--- src/rtl/truth_table_probe_if.sv ---
// Stimulus/response bundle between the truth-table probe and the harness around it.
// The master side owns start and the DUT output; the probe (slave) owns pins and results.
interface truth_table_probe_if;
    logic       start_i;
    logic       out_i;
    logic       in1_o;
    logic       in2_o;
    logic       in3_o;
    logic       busy_o;
    logic       done_o;
    logic [7:0] table_o;
    logic [7:0] unstable_o;

    modport master (
        output start_i,
        output out_i,
        input  in1_o,
        input  in2_o,
        input  in3_o,
        input  busy_o,
        input  done_o,
        input  table_o,
        input  unstable_o
    );

    modport slave (
        input  start_i,
        input  out_i,
        output in1_o,
        output in2_o,
        output in3_o,
        output busy_o,
        output done_o,
        output table_o,
        output unstable_o
    );
endinterface

--- src/rtl/truth_table_probe.sv ---
// Walks a 3-input logic block through rows 000..111, samples its synchronized output and
// assembles the 8-bit truth-table code (row 000 in the MSB) plus a per-row instability mask.
module truth_table_probe #(
    parameter int unsigned SETTLE_CYCLES = 4,
    parameter int unsigned SAMPLES       = 3
) (
    input logic                clk,
    input logic                rst_n,
    truth_table_probe_if.slave bus
);

    typedef enum logic [1:0] {StIdle, StSettle, StSample, StDone} state_e;

    localparam logic [7:0] SettleInit = 8'(SETTLE_CYCLES);
    localparam logic [3:0] SampleInit = 4'(SAMPLES);

    state_e     state_q;
    logic [2:0] row_q;
    logic [7:0] settle_cnt_q;
    logic [3:0] sample_cnt_q;
    logic       ref_q;
    logic       busy_q;
    logic       done_q;
    logic [7:0] table_q;
    logic [7:0] unstable_q;
    logic       sync1_q;
    logic       sync2_q;
    logic [2:0] bit_idx;

    // Row 000 lands in bit 7.
    assign bit_idx = 3'd7 - row_q;

    // DUT output is asynchronous to the probe.
    always_ff @(posedge clk or negedge rst_n) begin
        if (!rst_n) begin
            sync1_q <= 1'b0;
            sync2_q <= 1'b0;
        end else begin
            sync1_q <= bus.out_i;
            sync2_q <= sync1_q;
        end
    end

    always_ff @(posedge clk or negedge rst_n) begin
        if (!rst_n) begin
            state_q      <= StIdle;
            row_q        <= 3'd0;
            settle_cnt_q <= 8'd0;
            sample_cnt_q <= 4'd0;
            ref_q        <= 1'b0;
            busy_q       <= 1'b0;
            done_q       <= 1'b0;
            table_q      <= 8'h00;
            unstable_q   <= 8'h00;
        end else begin
            done_q <= 1'b0;
            unique case (state_q)
                StIdle: begin
                    if (bus.start_i) begin
                        state_q      <= StSettle;
                        busy_q       <= 1'b1;
                        row_q        <= 3'd0;
                        table_q      <= 8'h00;
                        unstable_q   <= 8'h00;
                        settle_cnt_q <= SettleInit;
                    end
                end
                StSettle: begin
                    settle_cnt_q <= settle_cnt_q - 8'd1;
                    if (settle_cnt_q == 8'd1) begin
                        state_q      <= StSample;
                        sample_cnt_q <= SampleInit;
                    end
                end
                StSample: begin
                    sample_cnt_q <= sample_cnt_q - 4'd1;
                    // First sample of the row is the reference for the rest.
                    if (sample_cnt_q == SampleInit) begin
                        ref_q <= sync2_q;
                    end else if (sync2_q != ref_q) begin
                        unstable_q[bit_idx] <= 1'b1;
                    end
                    if (sample_cnt_q == 4'd1) begin
                        table_q[bit_idx] <= sync2_q;
                        if (row_q == 3'd7) begin
                            state_q <= StDone;
                            done_q  <= 1'b1;
                            row_q   <= 3'd0;
                        end else begin
                            state_q      <= StSettle;
                            row_q        <= row_q + 3'd1;
                            settle_cnt_q <= SettleInit;
                        end
                    end
                end
                StDone: begin
                    state_q <= StIdle;
                    busy_q  <= 1'b0;
                end
                default: state_q <= StIdle;
            endcase
        end
    end

    assign bus.in1_o      = row_q[2];
    assign bus.in2_o      = row_q[1];
    assign bus.in3_o      = row_q[0];
    assign bus.busy_o     = busy_q;
    assign bus.done_o     = done_q;
    assign bus.table_o    = table_q;
    assign bus.unstable_o = unstable_q;

endmodule

--- src/flat_wrapper.sv ---
// flat-port wrapper written by rule: the top's interface ports become plain ports
module truth_table_probe_flat 
#(
    parameter int unsigned SETTLE_CYCLES = 4,
    parameter int unsigned SAMPLES       = 3
)
  (clk, rst_n, bus_start_i, bus_out_i, bus_in1_o, bus_in2_o, bus_in3_o, bus_busy_o, bus_done_o, bus_table_o, bus_unstable_o);
  truth_table_probe_if bus_i ();
  input logic clk;
  input logic rst_n;
  input wire logic [$bits(bus_i.start_i)-1:0] bus_start_i;
  input wire logic [$bits(bus_i.out_i)-1:0] bus_out_i;
  output wire logic [$bits(bus_i.in1_o)-1:0] bus_in1_o;
  output wire logic [$bits(bus_i.in2_o)-1:0] bus_in2_o;
  output wire logic [$bits(bus_i.in3_o)-1:0] bus_in3_o;
  output wire logic [$bits(bus_i.busy_o)-1:0] bus_busy_o;
  output wire logic [$bits(bus_i.done_o)-1:0] bus_done_o;
  output wire logic [$bits(bus_i.table_o)-1:0] bus_table_o;
  output wire logic [$bits(bus_i.unstable_o)-1:0] bus_unstable_o;
  assign bus_i.start_i = bus_start_i;
  assign bus_i.out_i = bus_out_i;
  assign bus_in1_o = bus_i.in1_o;
  assign bus_in2_o = bus_i.in2_o;
  assign bus_in3_o = bus_i.in3_o;
  assign bus_busy_o = bus_i.busy_o;
  assign bus_done_o = bus_i.done_o;
  assign bus_table_o = bus_i.table_o;
  assign bus_unstable_o = bus_i.unstable_o;
  truth_table_probe #(.SETTLE_CYCLES(SETTLE_CYCLES), .SAMPLES(SAMPLES)) u_core (.clk(clk), .rst_n(rst_n), .bus(bus_i));
endmodule
--- config.mk ---
export PLATFORM = sky130hd
export DESIGN_NAME = truth_table_probe_flat
export DESIGN_NICKNAME = d
export VERILOG_FILES = /design/src/rtl/truth_table_probe_if.sv /design/src/rtl/truth_table_probe.sv /design/src/flat_wrapper.sv
export SDC_FILE = /design/constraint.sdc
export NUM_CORES = 1
export LEC_CHECK = 0
export CORE_ASPECT_RATIO = 0.8
export CORE_MARGIN = 2
export CORE_UTILIZATION = 56
export CTS_CLUSTER_SIZE = 16
export DETAILED_ROUTE_END_ITERATION = 10
export DONT_BUFFER_PORTS = 1
export GPL_ROUTABILITY_DRIVEN = 0
export PLACE_DENSITY = 0.71
export SETUP_SLACK_MARGIN = 0.4
export SLEW_MARGIN = 20
export SYNTH_ARGS = -nofsm -noshare
export SYNTH_HDL_FRONTEND = slang
export SYNTH_SLANG_ARGS = --single-unit
--- constraint.sdc ---
create_clock -name clk -period 3.7 [get_ports clk]
set_input_delay 0.37 -clock clk [delete_from_list [all_inputs] [get_ports clk]]
set_output_delay 0.37 -clock clk [all_outputs]
set_load 0.005 [all_outputs]
# Word-level counts from Yosys, hierarchy flattened
# Index checks and enable logic that the tools add are counted.
[totals]
regBits = 38
output_inout_bits = 21
inputBits = 4
[op_classes]
n_eq_ne = 14
n_addsub = 4
bitwise = 1
reduce_logical = 13
muxes = 29
n_lt_le_gt_ge = 2
[ops]
columns = ["cell", "n"]
rows = [
  ["2-to-1 mux 8 bit", 7],
  ["one-hot mux 8 bit (2 select lines)", 2],
  ["one-hot mux 8 bit (3 select lines)", 1],
  ["2-to-1 mux 3 bit", 3],
  ["bitwise mux 8 bit", 1],
  ["equality test 8 x 1 -> 1 bit (second input constant)", 1],
  ["2-to-1 mux 2 bit", 4],
  ["OR 8 bit", 1],
  ["one-hot mux 2 bit (4 select lines)", 1],
  ["one-hot mux 4 bit (2 select lines)", 1],
  ["AND reduction 4 bit", 2],
  ["subtractor 8 x 1 -> 8 bit (second input constant)", 1],
  ["inequality test 2 x 1 -> 1 bit (second input constant)", 3],
  ["inequality test 2 bit (second input constant)", 3],
  ["one-hot mux 3 bit (2 select lines)", 1],
  ["AND reduction 2 bit", 3],
  ["AND reduction 3 bit", 2],
  ["nonzero test 2 bit", 3],
  ["2-to-1 mux 1 bit", 5],
  ["equality test 2 bit (second input constant)", 2],
  ["equality test 4 x 1 -> 1 bit (second input constant)", 1],
  ["equality test 4 x 2 -> 1 bit (second input constant)", 1],
  ["less-than comparator 3 x 4 -> 1 bit (second input constant)", 1],
  ["2-to-1 mux 4 bit", 1],
  ["12 further kinds", 12],
]

# Depth between registers and ports, before layout
# Gate-level depths: netlist (run 1).
[depth]
word_depth = 9
mapped_depth = 7
depth_no_buf = 6

# Worst setup path after synthesis (run 1)
# OpenSTA, ideal clock, no wires.
[synth_path]
kind = "register to register"
start = "register u_core.row_q[1]"
end = "register u_core.settle_cnt_q[4]"
t_required_ns = 3.622
path_slack_ns = 1.817
path_stages_with_launch = 7
t_arrival_ns = 1.806
setup_time_ns = 0.078
path_buffers = 0
cell_sequence = "dfrtp_1 ha_1 ha_1 o21ai_2 o311ai_2 or4_1 a21oi_1"
[synth_via]
elab_chain_cells = 3
[synth_lines]
columns = ["item", "line_no", "source"]
rows = [
  ["start: declaration", "truth_table_probe.sv:18", "logic [2:0] row_q;"],
  ["start signal: assignment", "truth_table_probe.sv:91", "row_q <= row_q + 3'd1;"],
  ["equality test 3 bit", "truth_table_probe.sv:85", "if (row_q == 3'd7) begin"],
  ["inequality test 2 bit (no line)", "n/a", ""],
  ["AND reduction 4 bit (no line)", "n/a", ""],
  ["end signal: assignment", "truth_table_probe.sv:65", "settle_cnt_q <= SettleInit;"],
  ["end signal: assignment", "truth_table_probe.sv:69", "settle_cnt_q <= settle_cnt_q - 8'd1;"],
  ["end signal: assignment", "truth_table_probe.sv:92", "settle_cnt_q <= SettleInit;"],
  ["end: declaration", "truth_table_probe.sv:19", "logic [7:0] settle_cnt_q;"],
]
# No other way between the ends.
# A chain may end at the register's enable or synchronous reset.

# Worst setup path in the final report (run 1)
[layout_path]
start = "register u_core.row_q[0]"
end = "register u_core.settle_cnt_q[4]"
# Same word-level chain as after synthesis.

==> impl_results.md, run 1 <==
* Clock Latency Late Sink at 0.29 ns
* Crit path max-delay family: compound AO/OA/AOI/OAI gates
* Seq/Total Area, Yosys at 0.505
* Status: complete, no violations
* Share of cells above drive strength 1 at 0.124
* P_int at 0.729 mW
* Initial Utilization at 0.598
* Total of max-cap violations at 0
* CTS max path bufs at 2
* Synthesis Warnings at 0
* Worst r2r src: u_core.row_q[0]
* CTS sink cnt at 38
* CTS buffer count at 5
* Avg WL per Cell at 17.5 um
* Core box area at 0.00315 mm2
* Sw Pwr at 0.175 mW
* Routed WL at 3.80 mm
* Layout fillers at 246
* Post-synth ARST share at 1.00
* Crit path launch: u_core.row_q[0]
* Final Cycle Share at 0.591
* Final Hold Vio Count at 0
* Number of DRC markers in iteration 0 at 140
* Die width at 68.9 um
* Final setup fails at 0
* Worst path arrival time at 2.40 ns
* Cell Rows at 18
* Syn Nets at 185
* Die Height at 55.9 um
* Reg area at 951 um2
* GRT overflow at 0
* Crit-path cells: ha_1 -> ha_1 -> o21ai_2 -> o311ai_2 -> or4_1 -> a21oi_1
* Number of diodes at 0
* HP Class: primary input to flip-flop
* Hold path startpoint: bus_out_i
* Clock Tree Root: clkbuf_8
* CP endpoint kind: flip-flop
* IO Port Bufs at 0
* Total track usage at 0.216
* RSZ-0062 raised after global routing: false
* DPL Wire Length at 2.75 mm
* Setup crit start kind: flip-flop
* Synthesized area per cell at 10.8 um2
* First-pass GRT wire length at 6.07 mm
* TritonCTS clock tree: done
* Final Max Slew Viols at 0
* Initial antenna violation count at 0
* Cell area after synthesis at 0.00188 mm2
* Vias per inst at 6.25
* Switch share at 0.194
* Worst path slowest cell: dfrtp_1
* Fin Setup TNS at 0 ns
* Fmax at 458 MHz
* Critical Path RT at 3.91 ns
* Final nets at 187
* Via count at 1356
* Total I/O pin count at 25
* Worst Path Max Fanout at 13
* Peak supply drop at 0.000319 V
* WS Path Type: flip-flop to flip-flop
* Clock transition at path regs at 0.07 ns
* Cells after Synth at 174
* Sequential share of power at 0.479
* CTS H-Tree Depth at 2
* Area Overhead vs Synth at 9.83%
* Top cell by count, worst path: ha_1
* EDFF count, synth at 0
* Die area at 0.00385 mm2
* WP buf/inv at 0
* PwrDens at 437 mW/mm2
* Vias in the first global route at 1271
* Synth Flop Type: dfrtp_1
* Distinct cell type count after synthesis at 44
* Tmin final at 2.18 ns
* Logic pwr share at 0.046
* Multi-input gate area at 870 um2
* Largest net degree at the start of global routing at 39
* Worst-margin pin slew at 0.520 ns
* Rel. slew slack at 0.652
* DRC viols at 0
* Max Clock Skew at 0.00490 ns
* Post-layout util at 0.656
* Leak pwr at 0.938 nW
* Drt first pass iters at 4
* DRT antenna net count at 0
* Seq cells post-synth at 38
* Worst path max stage delay at 0.54 ns
* Clk pwr share at 0.476
## logic make-up after synthesis
logic type                 after synthesis  synth area share
buffers and inverters                   14            0.0339
AOI/OAI and AO/OA                       45             0.179
DFF                                     38             0.505
adders and majority gates                7            0.0465
and+or+nand+nor                         56             0.163
muxes                                   10            0.0544
xor gates and xnor gates                 4            0.0186
## repair_timing
action / 4_1_cts / 5_1_grt
setup buffers: 0 / 0
gates resized for setup: 0 / 0
endpoints found under the hold margin: 38 / 0
hold buffers: 2 / 0
## cell usage after synthesis (3+ instances only)
cell / n / area share
dfrtp_1: 38 / 0.50
nor2_1: 17 / 0.034
nand2_1: 13 / 0.026
o21ai_0: 11 / 0.029
a21oi_1: 8 / 0.021
mux2i_1: 8 / 0.042
ha_1: 7 / 0.046
inv_1: 7 / 0.014
o31ai_1: 6 / 0.024
o2111ai_1: 4 / 0.019
a22o_1: 3 / 0.014
a32o_1: 3 / 0.016
buf_2: 3 / 0.0080
nand2b_1: 3 / 0.010
nor3_1: 3 / 0.0080
or3_1: 3 / 0.010
## per-stage QoR
step / instance area [um2] / worst slack [ns] / hold WS [ns] / cells / total power [mW]
2_1_floorplan: 1880 / 1.82 / 0.0744 / 174 / 0.465
3_3_place_gp: 1900 / 1.64 / 0.0755 / 207 / 0.470
3_5_place_dp: 1900 / 1.56 / 0.0752 / 207 / 0.472
4_1_cts: 2070 / 1.53 / 0.0985 / 217 / 0.914
5_1_grt: 2070 / 1.38 / 0.0955 / 217 / 0.935
6_report: 2070 / 1.52 / 0.105 / 217 / 0.904
## power groups by stage
stage / clock [mW] / sequential (mW) / combinational [mW]
2_1_floorplan: 0 / 0.438 / 0.0274
3_3_place_gp: 0 / 0.441 / 0.0288
6_report: 0.430 / 0.433 / 0.0415
4_1_cts: 0.438 / 0.433 / 0.0424
5_1_grt: 0.454 / 0.434 / 0.0467
3_5_place_dp: 0 / 0.441 / 0.0306
## placed cells by master (no fill, tap or decap), types with 2 or more instances in the layout
cell       count
o21ai_0       11
nor2_1        17
nor4bb_1       2
or3_4          2
bufinv_16      2
nor3_1         3
o21ai_2        2
dfrtp_1       38
a22o_1         3
xor2_1         2
a32o_1         3
mux2_2         2
o31ai_1        6
a21oi_1        8
or3_1          3
nand3_1        2
inv_1          7
o2111ai_1      4
and2_1         2
clkbuf_8       6
mux2i_1        8
nand2b_1       3
ha_1           7
nand2_1       13
xnor2_1        2
## routing by layer
metal	vias to the layer above	wire [um]	GRT usage
met5	-	0	0
met4	0	55	0.0896
met3	7	197	0.0587
met2	32	1810	0.305
met1	680	1740	0.311
li1	637	-	-
## final timing paths
kind	to	slack [ns]	cells after the start
worst max register to register	u_core.settle_cnt_q[4]	1.52	6
worst min register to register	u_core.sync2_q	0.36	0
min in group asynchronous	u_core.sample_cnt_q[0]	0.53	2
max in group asynchronous	u_core.settle_cnt_q[2]	2.99	2
worst max-delay path	u_core.settle_cnt_q[4]	1.52	6
worst min-delay path	u_core.sync1_q	0.11	0
## state kept, by name (all words and copies together) (netlist names)
name,count
u_core.bus.busy_o,1
u_core.bus.done_o,1
u_core.bus.table_o,8
u_core.bus.unstable_o,8
u_core.ref_q,1
u_core.row_q,3
u_core.sample_cnt_q,4
u_core.settle_cnt_q,8
u_core.state_q,2
u_core.sync1_q,1
u_core.sync2_q,1
## final cells by class
class	count	share of cell area
repair buffers	2	0.0145
flip-flops and latches	38	0.459
multi-input cells	122	0.420
clock inverters	2	0.0290
clock buffers	6	0.0399
inverters	7	0.0127
well taps	40	0.0242
No activity file was read; power rests on OpenSTA's default activity.
==> run 2: changes to the inputs <==
--- a/config.mk
+++ b/config.mk
@@ -12,7 +12,7 @@
 export DETAILED_ROUTE_END_ITERATION = 10
 export DONT_BUFFER_PORTS = 1
 export GPL_ROUTABILITY_DRIVEN = 0
-export PLACE_DENSITY = 0.71
+export PLACE_DENSITY = 0.74
 export SETUP_SLACK_MARGIN = 0.4
 export SLEW_MARGIN = 20
 export SYNTH_ARGS = -nofsm -noshare
==> constraint.sdc (replaced) <==
create_clock -name clk -period 2 [get_ports clk]
set_input_delay 0.2 -clock clk [delete_from_list [all_inputs] [get_ports clk]]
set_output_delay 0.2 -clock clk [all_outputs]
set_load 0.005 [all_outputs]
==> run 2 against run 1 <==
  * Sequential power is 85% higher
  * Non-clock buffer count is 19 higher
  * Core utilization is 10 points higher
  * Die area stayed put
  * First-iteration DRC count is 0.71% higher
  * Setup slack worse by 1.3 ns
==> impl_results.md, run 2 (synthesis gave the netlist of run 1 again) <==
* Total of max-cap violations at 0
* Leading cell type in the layout, fill and taps excluded: dfrtp_1
* Share of cells above drive strength 1 at 0.296
* Rel. slew slack at 0.630
* HP Class: primary input to flip-flop
* RSZ-0062 raised after global routing: true
* Top cell by count, worst path: ha_4
* Setup crit start kind: flip-flop
* Leak pwr at 1.03 nW
* Status: complete, no violations
* Logic pwr share at 0.052
* Switch share at 0.198
* Fin worst setup slack at 0.188 ns
* Worst path arrival time at 2.03 ns
* Vias per inst at 6.26
* Worst path max stage delay at 0.48 ns
* Worst path slowest cell: dfrtp_2
* Drt first pass iters at 5
* DPL Wire Length at 2.86 mm
* Hold WS at 0.121 ns
* Critical Path RT at 2.22 ns
* Clk pwr share at 0.474
* Cell Rows at 18
* Core box area at 0.00315 mm2
* IO Port Bufs at 0
* Number of DRC markers in iteration 0 at 141
* Design Area, Final at 0.00238 mm2
* Number of diodes at 0
* Crit path max-delay family: compound AO/OA/AOI/OAI gates
* Fin cells at 236
* Post-layout util at 0.756
* CTS H-Tree Depth at 2
* Total track usage at 0.250
* WS Path Type: flip-flop to flip-flop
* Worst Path Max Fanout at 7
* PwrDens at 708 mW/mm2
* Commonest cells after routing, fill and taps aside: dfrtp_1, nor2_1, buf_4, nand2_1, mux2i_1
* WP buf/inv at 0
* Final Hold Vio Count at 0
* P_int at 1.35 mW
* Overall power at 1.69 mW
* Vias in the first global route at 1465
* Fin Setup TNS at 0 ns
* Die area at 0.00385 mm2
* Final Max Slew Viols at 0
* Largest net degree at the start of global routing at 39
* Initial Utilization at 0.598
* CP endpoint kind: flip-flop
* Sw Pwr at 0.334 mW
* Clock transition at path regs at 0.08 ns
* Worst-margin pin slew at 0.554 ns
* Final setup fails at 0
* CTS buffer count at 5
* Final Cycle Share at 0.906
* Initial antenna violation count at 0
* Peak supply drop at 0.000460 V
* Max Clock Skew at 0.00764 ns
* Avg WL per Cell at 19.5 um
* Die Height at 55.9 um
* Via count at 1478
* DP Area at 0.00198 mm2
* CTS max path bufs at 2
* Final nets at 206
* Die width at 68.9 um
* DRC viols at 0
* Area Overhead vs Synth at 26.6%
* Routed WL at 4.59 mm
* CTS sink cnt at 38
* Layout fillers at 206
* Tmin final at 1.81 ns
* Crit-path cells: ha_4 -> ha_4 -> o21ai_4 -> o311ai_4 -> or4_4 -> a21oi_2
* GRT overflow at 0
* Total I/O pin count at 25
* Sequential share of power at 0.474
* Clock Latency Late Sink at 0.29 ns
* Placed insts at 212
* Dpl ws at 0.137 ns
* First-pass GRT wire length at 7.05 mm
* Fmax at 552 MHz
* Clock Tree Root: clkbuf_8
* TritonCTS clock tree: done
* DRT antenna net count at 0
[run 2: cell count changes in the layout (fill, tap and decap cells not counted), moves of 3 or more]
cell	delta
dfrtp_1	-3
o21ai_0	-4
ha_1	-3
ha_4	+3
buf_4	+14
o2111ai_1	-3
dfrtp_2	+3
o21ai_1	+3
buf_6	+3
[run 2: layout make-up]
class,count,area [um2],share of cell area
flip-flops and latches,38,955,0.400
inverters,7,26.3,0.0110
multi-input cells,122,1030,0.431
repair buffers,21,183,0.0766
clock buffers,6,82.6,0.0346
clock inverters,2,60.1,0.0252
well taps,40,50.0,0.0210
[run 2: per-layer routing]
| metal | vias up | share of wire | global-route usage | wire length [um] |
|---|---|---|---|---|
| met1 | 760 | 0.44 | 0.333 | 2000 |
| met3 | 8 | 0.065 | 0.0628 | 300 |
| li1 | 667 | - | - | - |
| met5 | - | 0 | 0 | 0 |
| met4 | 0 | 0.0098 | 0.0700 | 45 |
| met2 | 43 | 0.49 | 0.401 | 2240 |
[run 2: power groups by stage]
stage / clock network [mW] / registers [mW] / logic, mW
final: 0.800 / 0.800 / 0.0871
after global routing: 0.842 / 0.802 / 0.0968
after CTS: 0.800 / 0.800 / 0.0841
after detailed placement: 0 / 0.816 / 0.0583
after global placement: 0 / 0.815 / 0.0547
after floorplan: 0 / 0.810 / 0.0523
[run 2: worst reg2reg max path: stages (launching register included)]
cell	delay [ns]
dfrtp_2	0.48
ha_4	0.19
ha_4	0.16
o21ai_4	0.23
o311ai_4	0.14
or4_4	0.43
a21oi_2	0.12
[run 2: what timing repair did]
item | in CTS | in global routing
gates resized for setup | 12 | 17
hold buffers | 3 | 0
pin swaps | 9 | 5
buffers inserted | 9 | 4
hold endpoints to repair | 39 | 0
setup endpoints to repair | 18 | 28
[run 2: final timing paths]
| path | from | endpoint | slack [ns] | cells after the start |
|---|---|---|---|---|
| setup / recovery | u_core.row_q[1] | u_core.settle_cnt_q[4] | 0.19 | 6 |
| setup reg to reg | u_core.row_q[1] | u_core.settle_cnt_q[4] | 0.19 | 6 |
| max in group asynchronous | rst_n | u_core.settle_cnt_q[2] | 1.43 | 2 |
| min in group asynchronous | rst_n | u_core.bus.unstable_o[4] | 0.36 | 2 |
| hold reg to reg | u_core.sync1_q | u_core.sync2_q | 0.36 | 0 |
| hold / removal | bus_start_i | u_core.bus.busy_o | 0.12 | 2 |
